$ cat config.mk
export PLATFORM = sky130hd
export DESIGN_NAME = cand_buffer
export DESIGN_NICKNAME = d
export VERILOG_FILES = /design/src/rtl/cand_buffer.sv
export SDC_FILE = /design/constraint.sdc
export NUM_CORES = 1
export LEC_CHECK = 0
export ABC_AREA = 1
export CAP_MARGIN = 5
export CORE_ASPECT_RATIO = 0.9
export CORE_UTILIZATION = 35
export DETAILED_ROUTE_END_ITERATION = 10
export MAX_ROUTING_LAYER = met4
export PLACE_DENSITY = 0.59
export SYNTH_ARGS = -nofsm -noshare
export SYNTH_HDL_FRONTEND = slang
export SYNTH_SLANG_ARGS = --single-unit
export TNS_END_PERCENT = 5
$ cat constraint.sdc
create_clock -name clk -period 23.5 [get_ports clk]
set_input_delay 4.7 -clock clk [delete_from_list [all_inputs] [get_ports clk]]
set_output_delay 4.7 -clock clk [all_outputs]
set_load 0.01 [all_outputs]
$ cat src/rtl/cand_buffer.sv
// cand_buffer: slot-based candidate storage feeding the mapping table.
// Writes land in the lowest free slot; the selector picks a slot by index,
// whose payload is moved into a one-entry output register and the slot freed.
// Optional feature macro: CAND_BUF_ERR_CNT_EN adds a saturating 16-bit
// counter of empty-slot selections (err_cnt).
module cand_buffer #(
    parameter int bs = 16,
    parameter int DW = 32,
    localparam int bs_bits = $clog2(bs)
) (
    input  logic               clk,
    input  logic               rst,
    input  logic               wr_valid,
    input  logic [DW-1:0]      wr_data,
    output logic               wr_ready,
    output logic [bs-1:0]      cand_list,
    input  logic               sel_valid,
    input  logic [bs_bits-1:0] sel_index,
    output logic               out_valid,
    output logic [DW-1:0]      out_data,
    output logic [bs_bits-1:0] out_index,
    input  logic               out_ready,
    output logic [bs_bits:0]   count,
    output logic               full,
    output logic               empty,
`ifdef CAND_BUF_ERR_CNT_EN
    output logic [15:0]        err_cnt,
`endif
    output logic               sel_err
);

    localparam int CW = bs_bits + 1;

    logic [bs-1:0]         valid;
    logic [bs-1:0][DW-1:0] mem;

    logic                  wr_fire;
    logic [bs_bits-1:0]    wr_slot;
    logic [bs-1:0]         wr_mask;
    logic                  load_ok;
    logic                  sel_take;
    logic                  sel_hit;
    logic                  sel_miss;
    logic [bs-1:0]         sel_mask;
    logic [bs-1:0]         valid_nxt;
    logic [CW-1:0]         count_nxt;

    assign cand_list = valid;
    assign wr_ready  = !full;
    assign wr_fire   = wr_valid && !full;
    assign load_ok   = !out_valid || out_ready;
    assign sel_take  = sel_valid && load_ok;
    assign sel_hit   = sel_take && valid[sel_index];
    assign sel_miss  = sel_take && !valid[sel_index];

    // Lowest-index free slot, taken from the pre-edge valid vector so it can
    // never collide with a slot being selected in the same cycle.
    always_comb begin
        wr_slot = '0;
        for (int i = bs - 1; i >= 0; i--) begin
            if (!valid[i]) wr_slot = bs_bits'(i);
        end
    end

    // Set/clear masks and the next occupancy figures.
    always_comb begin
        wr_mask   = wr_fire ? (bs'(1) << wr_slot) : '0;
        sel_mask  = sel_hit ? (bs'(1) << sel_index) : '0;
        valid_nxt = (valid | wr_mask) & ~sel_mask;
        count_nxt = count + CW'(wr_fire) - CW'(sel_hit);
    end

    // Slot storage and occupancy bookkeeping.
    always_ff @(posedge clk or posedge rst) begin
        if (rst) begin
            valid <= '0;
            mem   <= '0;
            count <= '0;
            full  <= 1'b0;
            empty <= 1'b1;
        end else begin
            if (wr_fire) mem[wr_slot] <= wr_data;
            valid <= valid_nxt;
            count <= count_nxt;
            full  <= (count_nxt == CW'(bs));
            empty <= (count_nxt == '0);
        end
    end

    // One-entry output register; a hit reloads it, a bare handshake drains it.
    always_ff @(posedge clk or posedge rst) begin
        if (rst) begin
            out_valid <= 1'b0;
            out_data  <= '0;
            out_index <= '0;
            sel_err   <= 1'b0;
        end else begin
            sel_err <= sel_miss;
            if (sel_hit) begin
                out_valid <= 1'b1;
                out_data  <= mem[sel_index];
                out_index <= sel_index;
            end else if (out_ready) begin
                out_valid <= 1'b0;
            end
        end
    end

`ifdef CAND_BUF_ERR_CNT_EN
    // Saturating count of empty-slot selections.
    always_ff @(posedge clk or posedge rst) begin
        if (rst) begin
            err_cnt <= '0;
        end else if (sel_err && (err_cnt != 16'hFFFF)) begin
            err_cnt <= err_cnt + 16'd1;
        end
    end
`endif

endmodule

Yosys cells after proc, flatten, opt, wreduce, memory -nomap -nowiden

Index checks and enable logic that the tools add are counted.

Output and inout port bits: 62
Register bits: 573
ROM bits: 0
Bits in latches: 0
Bits of input ports: 41
Memories kept: 0
Word-level logic and storage cells: 73
Bits in writable memories: 0

Shift operators: 2
Reductions and logical operators: 11
Equality and inequality tests: 1
Div/mod/pow operators: 0
Multiply operators: 0
Bitwise logic cells: 3
Multiplexer cells: 27
Magnitude comparators: 3
Add/subtract/negate cells: 2

Operators with widths:

| kind                   | count |
|---|---|
| $bwmux W512            | 1 |
| $bmux W32 S4           | 1 |
| $demux W32 S4          | 1 |
| $mux W32               | 2 |
| $mux W4                | 16 |
| $mux W16               | 2 |
| $shl A1 B4 Y16 const A | 2 |
| $and A16 B16 Y16       | 1 |
| $not A16 Y16           | 1 |
| $or A16 B16 Y16        | 1 |
| $lt A4 B5 Y1 const B   | 2 |
| $add A5 B1 Y5          | 1 |
| $eq A5 B5 Y1 const B   | 1 |
| $logic_and A1 B1 Y1    | 5 |
| $logic_not A5 Y1       | 1 |
| $sub A5 B1 Y5          | 1 |
| $bmux W1 S4            | 1 |
| $ge A4 B1 Y1 const B   | 1 |
| $logic_not A1 Y1       | 3 |
| $mux W1                | 3 |
| $reduce_bool A2 Y1     | 1 |
| $logic_or A1 B1 Y1     | 1 |

Longest topological paths before layout

Gate-level depths: netlist of the first run.

Depth in word-level cells: 21
Depth in mapped cells: 20
Depth with buffers taken out: 19

Worst setup path before layout of the first run

OpenSTA, ideal clock, no wires.

Path type: input -> register
Start point: input port sel_index[1]
End point: register empty
Setup slack: 15.918 ns
Cell stages on the path: 18
Data arrival time: 7.514 ns
Buffers on the path: 1
Required time: 23.432 ns
Setup time: 0.068 ns
Cell sequence: inv_1 > nand2_1 > o22ai_1 > a21oi_1 > o211ai_1 > o311ai_0 > nand2_1 > nand2_1 > inv_1 > clkbuf_1 > ha_1 > inv_1 > ha_1 > inv_1 > fa_1 > inv_1 > or4_1 > nor2_1

Cells in the longest elaborated chain, start to end: 5

RTL lines:

| item                          | line | source |
|---|---|---|
| start, declared               | 18   | `input logic [bs_bits-1:0] sel_index,` |
| $bmux W1 S4                   | 53   | `assign sel_hit = sel_take && valid[sel_index];` |
| $mux W1 (not written as such) | 53   |  |
| $logic_and A1 B1 Y1           | 53   |  |
| via sel_hit                   | 42   | `logic sel_hit;` |
| $sub A5 B1 Y5                 | 70   | `count_nxt = count + CW'(wr_fire) - CW'(sel_hit);` |
| via count_nxt[1]              | 46   | `logic [CW-1:0] count_nxt;` |
| $logic_not A5 Y1              | 86   | `empty <= (count_nxt == '0);` |
| end signal, assigned          | 86   |  |
| end, declared                 | 25   | `output logic empty,` |

The timed path passes the listed nets, and every way through them passes these cells. The select of a mux whose other input is x is not followed.
A chain may end at the register's enable or synchronous reset.

Worst setup path after layout of the first run

Start point: input port sel_index[2]
End point: register full

Cells in the longest elaborated chain, start to end: 5

RTL lines:

| item                          | line | source |
|---|---|---|
| $bmux W1 S4                   | 53   |  |
| $mux W1 (not written as such) | 53   |  |
| $logic_and A1 B1 Y1           | 53   |  |
| $sub A5 B1 Y5                 | 70   |  |
| via count_nxt[1]              | 46   |  |
| $eq A5 B5 Y1                  | 85   | `full <= (count_nxt == CW'(bs));` |
| end signal, assigned          | 85   |  |
| end, declared                 | 24   | `output logic full,` |

The timed path passes the listed nets, and every way through them passes these cells. The select of a mux whose other input is x is not followed.

==> impl_metrics.csv, run 1 <==
group,metric,value,unit
timing,tns,0,ns
critical_path,cp.required,24.04,ns
global_routing,antenna_found_initial,1,
logic_synthesis,yosys_warnings,0,
timing,rsz0062_at_grt,"false",
place,placed_area,26600,um2
job,max_cap_violations,0,
clock_tree,cts_setup_buffers,0,
critical_path,end_kind,"flip-flop",
route,drtIter0Drc,2276,
worst_hold_path,hold_path_class,"reg -> reg",
global_routing,busiest_layer,"met2",
cells_and_area,antenna_cells,0,
route,via_count,21300,
cells_and_area,area_growth,13.4,%
logic_synthesis,syn_nets,2855,
global_routing,grt_use_met1,31.7,%
worst_hold_path,hold_path.startpoint,"mem[130]$_DFFE_PP0P_",
critical_path,arrival,8.28,ns
critical_path,r2r_cells,14,
timing,period_share,32.9,%
cells_and_area,finalInstanceArea,28400,um2
critical_path,critPathLaunch,"sel_index[2]",
clock_tree,clockBufferDepth,3,
global_routing,grtUsageMet2,35.0,%
status,status,"finished, final reports clean",
logic_synthesis,synthCells,2808,
clock_tree,cts_root_buf,"clkbuf_16",
die,start_util,35.6,%
die,num_rows,92,
global_routing,grt_pass1_vias,20900,
die,coreArea,70400,um2
logic_synthesis,synth_area_per_cell,8.93,um2
clock_tree,htreeDepth,2,
clock_tree,path_clk_slew,0.06,ns
cells_and_area,layout.nets,2798,
critical_path,critical_path_class,"in -> reg",
logic_synthesis,yosysSeqAreaShare,57.2,%
die,die_area,72700,um2
route,drt_wl_total,82.5,mm
cells_and_area,num-fill-cells,6971,
worst_hold_path,hold_depth,2,
clock_tree,holdBufCountCts,0,
critical_path,crit_fanout,48,
route,ant_nets,0,
cells_and_area,final_cell_mix,"nand2_1 (906), dfrtp_1 (572), o21ai_0 (281)",
logic_synthesis,synthDistinctLibCells,35,
clock_tree,insertion_delay,0.63,ns
logic_synthesis,synth-edff-count,0,
logic_synthesis,ys_async_sr_fraction,100,%
clock_tree,cts_buffers,58,
place,io_buffer_count,102,
clock_tree,cts.repair.resized,0,
power,p_leak,13.1,nW
timing,worst_pin_slew,1.13,ns
timing,relSlewSlack,24.6,%
timing,maxSlewViolCount,0,
timing,setup_viol,0,
global_routing,grt_use_met3,3.53,%
power,finalPower,3.82,mW
critical_path,worstReg2RegStart,"cand_list[14]$_DFF_PP0_",
global_routing,grt_pass1_wl,128,mm
clock_tree,tritoncts,"built",
logic_synthesis,synth_top_area_share,57.1,%
logic_synthesis,synth_top_flop_cell,"dfrtp_1",
route,drc_errors,0,
die,ioPinCount,103,
timing,clock_skew,0.0247,ns
global_routing,grt_usage,23.1,%
route,first_pass_iters,7,
place,globalplace.congestion,0.846,
timing,timing.final.hold_violations,0,
cells_and_area,final_common_cell,"nand2_1",
critical_path,cp-start-kind,"primary input",
die,die_w,284,um
global_routing,overflow,0,
global_routing,grt_max_degree,166,
timing,fmax,129,MHz
logic_synthesis,syn_area,25100,um2
logic_synthesis,synth_area_leaders,"dfrtp_1 (57%), nand2_1 (14%), a22oi_1 (6.0%)",
timing,fin_crit,7.73,ns
clock_tree,cts.sinks,573,
cells_and_area,drive_above_1_share,5.62,%
logic_synthesis,synth-seq-cells,573,
place,hpwl,42.7,mm
die,dieHeight,256,um
logic_synthesis,synth_area_leader_cell,"dfrtp_1",
route,wl_per_cell,22.1,um
power,powerDensity,134,nW/um2
route,via_per_inst,5.69,
power,ir_drop,0.0917,mV
==> cell usage after synthesis (all sizes together), types with 2 or more instances <==
cell,number
nand2,909
dfrtp,572
o21ai,417
a22oi,202
nand4,160
clkbuf,138
buf,117
nand3,103
inv,72
a31oi,37
a21oi,22
nor2,13
nor3,12
a32o,9
o22ai,6
ha,5
o211ai,2
o311ai,2
xnor2,2
xor2,2
==> flip-flops by register name, indices dropped and copies added (netlist names) <==
name       cells
sel_err        1
out_index      4
count          5
empty          1
cand_list     16
mem          512
out_valid      1
full           1
out_data      32
==> cells by family (layout without fill, tap and decap cells) <==
group,after synthesis,after routing,synth area share [%]
xor+xnor,4,4,0.140
flops,573,573,57.2
fa+ha+maj,6,6,0.329
simple gates,1200,1200,20.4
buf+inv,328,316,5.56
compound gates,697,697,16.4
==> per-stage QoR <==
| stage | setup WS [ns] | hold WS (ns) | util (%) | cells |
|---|---|---|---|---|
| final | 15.77 | 0.473 | 40.4 | 3736 |
| after global routing | 15.53 | 0.481 | 40.4 | 3736 |
| after CTS | 15.79 | 0.474 | 40.4 | 3736 |
| after detailed placement | 15.13 | 0.458 | 37.7 | 3631 |
| after global placement | 15.15 | 0.453 | 37.7 | 3631 |
| after floorplan | 2.77 | 0.442 | - | 2808 |
==> power by group <==
group	switching (mW)	total, mW	internal [mW]
clock network	0.395	0.936	0.541
registers	0.230	1.62	1.39
logic	0.857	1.26	0.407
==> final cells by class <==
class                      count  area, um2  share of cell area [%]
clock buffer                  89       1710                    6.01
clock inverter                16        188                   0.660
inverter                      73        294                    1.03
multi-input combinational   1907       9440                    33.2
sequential                   573      14300                    50.4
tap                          940       1180                    4.13
timing repair buffer         138       1300                    4.56
==> worst max-delay path, cell delays in order <==
cell and delay [ns]:
buf_4 0.27, inv_2 0.09, buf_4 0.68, o211ai_1 0.21, o311ai_0 0.16, nand2_1 0.19
nand2_2 0.11, inv_2 0.04, ha_1 0.28, inv_1 0.06, ha_1 0.15, inv_1 0.06
fa_1 0.50, inv_1 0.05, or4_1 0.54, nor2_1 0.11
==> routing by layer <==
| metal | wire length (um) | part of all wire [%] | vias to the layer above |
|---|---|---|---|
| li1 | - | - | 9518 |
| met1 | 35900 | 43 | 10600 |
| met2 | 37600 | 46 | 1005 |
| met3 | 6580 | 8.0 | 184 |
| met4 | 2500 | 3.0 | 0 |
| met5 | 0 | 0 | - |
==> final timing paths <==
check                                           end  slack, ns
max                                  full$_DFF_PP0_      15.77
min                            mem[130]$_DFFE_PP0P_       0.47
max reg2reg                    mem[385]$_DFFE_PP0P_      18.63
min reg2reg                    mem[130]$_DFFE_PP0P_       0.47
max in group asynchronous      mem[436]$_DFFE_PP0P_      16.43
min in group asynchronous  out_data[23]$_DFFE_PP0P_       4.63
Power figures use the tool's default switching activity.
==> run 2, diff against run 1 <==
Clock period 23.5 ns to 7.39 ns, I/O delays scaled along.
==> impl_metrics.csv, run 2 (synthesis results as in run 1) <==
group,metric,value,unit
critical_path,cp.required,7.93,ns
global_routing,grt_use_met1,30.2,%
route,drtIter0Drc,2200,
cells_and_area,multi_input_area,9470,um2
route,drc_errors,0,
global_routing,antenna_found_initial,1,
cells_and_area,top_register,"mem",
critical_path,regToRegEndpoint,"mem[439]$_DFFE_PP0P_",
clock_tree,cts.sinks,573,
clock_tree,clockBufferDepth,3,
clock_tree,path_clk_slew,0.06,ns
timing,period_share,62.7,%
clock_tree,tritoncts,"built",
critical_path,r2r_cells,12,
cells_and_area,num-fill-cells,6927,
status,status,"finished, final reports clean",
global_routing,grt_max_degree,192,
global_routing,grt_pass1_vias,21200,
cells_and_area,final-seq-area,14300,um2
place,io_buffer_count,102,
clock_tree,holdBufCountCts,0,
power,p_leak,13.1,nW
critical_path,arrival,5.17,ns
die,num_rows,92,
timing,timing.final.hold_violations,0,
clock_tree,insertion_delay,0.62,ns
place,globalplace.congestion,0.820,
timing,maxSlewViolCount,0,
critical_path,cp-start-kind,"primary input",
critical_path,r2r_slack,3.08,ns
power,powerDensity,428,nW/um2
worst_hold_path,hold_path_class,"reg -> reg",
job,max_cap_violations,0,
timing,fmax,216,MHz
route,via_count,21100,
critical_path,end_kind,"flip-flop",
die,ioPinCount,103,
clock_tree,cts_root_buf,"clkbuf_16",
clock_tree,cts_setup_buffers,0,
critical_path,worstReg2RegStart,"cand_list[14]$_DFF_PP0_",
cells_and_area,fin_cells,3741,
global_routing,grtUsageMet2,35.7,%
global_routing,grt_use_met3,3.50,%
worst_hold_path,hold_path.startpoint,"mem[262]$_DFFE_PP0P_",
clock_tree,htreeDepth,2,
timing,fin_crit,4.64,ns
timing,relSlewSlack,20.9,%
worst_hold_path,whs_endpoint,"mem[262]$_DFFE_PP0P_",
clock_tree,cts_buffers,60,
worst_hold_path,hold_depth,2,
place,placed_area,26600,um2
critical_path,critical_path_class,"in -> reg",
cells_and_area,final_common_cell,"nand2_1",
cells_and_area,largest_register_ffs,512,
timing,worst_pin_slew,1.19,ns
global_routing,grt_pass1_wl,127,mm
cells_and_area,finalCoreUtilization,40.6,%
route,drt_wl_total,81.2,mm
timing,clock_skew,0.0211,ns
route,first_pass_iters,5,
critical_path,crit_fanout,51,
die,die_area,72700,um2
cells_and_area,finalInstanceArea,28600,um2
power,finalPower,12.2,mW
global_routing,busiest_layer,"met2",
global_routing,overflow,0,
route,wl_per_cell,21.7,um
timing,rsz0062_at_grt,"false",
place,hpwl,42.8,mm
die,die_w,284,um
place,dp_cells,3630,
route,via_per_inst,5.65,
global_routing,grt_usage,22.8,%
cells_and_area,area_growth,14.0,%
clock_tree,cts.repair.resized,0,
cells_and_area,drive_above_1_share,5.89,%
timing,setup_viol,0,
cells_and_area,final_cell_mix,"nand2_1 (906), dfrtp_1 (572), o21ai_0 (281)",
route,ant_nets,0,
die,dieHeight,256,um
cells_and_area,layout.nets,2799,
power,ir_drop,0.391,mV
die,start_util,35.6,%
die,coreArea,70400,um2
## run 2: changes by cell type in the layout (fill, tap and decap cells not counted), moves of 3 or more
cell	before	now
clkinv_2	10	14
buf_4	36	33
nand3_4	4	8
clkinvlp_4	0	5
clkbuf_1	18	14
nand3_2	8	4
## run 2: worst max-delay path by stage
stage                  from                     end  slack (ns)
6_report       sel_index[0]          full$_DFF_PP0_        2.75
2_1_floorplan           rst  cand_list[0]$_DFF_PP0_       -1.89
3_3_place_gp   sel_index[0]          full$_DFF_PP0_        2.20
3_5_place_dp   sel_index[0]          full$_DFF_PP0_        2.11
4_1_cts        sel_index[0]          full$_DFF_PP0_        2.80
5_1_grt        sel_index[0]          full$_DFF_PP0_        2.55
## run 2: metrics by stage
stage,TNS [ns],hold WS (ns),worst slack [ns]
floorplan,-1082.65,0.442,-1.89
global placement,0,0.454,2.20
detailed placement,0,0.460,2.11
CTS,0,0.475,2.80
global route,0,0.490,2.55
finish,0,0.470,2.75
## run 2: worst max-delay path, cell delays in order
cell and delay [ns]:
clkdlybuf4s50_1 0.44, inv_1 0.10, nand2_1 0.12, inv_4 0.52
a21oi_1 0.17, o211ai_1 0.12, o311ai_0 0.18, nand2_1 0.20
nand2_2 0.08, inv_2 0.06, ha_1 0.22, inv_1 0.06
ha_1 0.15, inv_1 0.06, fa_1 0.51, inv_1 0.05
or4_1 0.53, nor2_1 0.12
## run 2: per-layer routing
metal / vias up / share of wire [%]
met2: 922 / 46
met5: - / 0
li1: 9519 / -
met1: 10500 / 43
met3: 176 / 7.1
met4: 0 / 3.1
## run 2: power by group
group          internal [mW]  switching, mW  leakage [nW]
clock network           1.79           1.28         0.975
registers               4.42          0.724          7.37
logic                   1.29           2.74          4.79
total                   7.50           4.74          13.1
## run 2: layout make-up
class / instances / area share, %
Sequential cell: 573 / 50.2
Multi-Input combinational cell: 1907 / 33.1
Clock buffer: 85 / 6.01
Timing Repair Buffer: 137 / 4.60
Tap cell: 940 / 4.12
Inverter: 73 / 1.02
Clock inverter: 25 / 0.937
Antenna cell: 1 / 0.00876
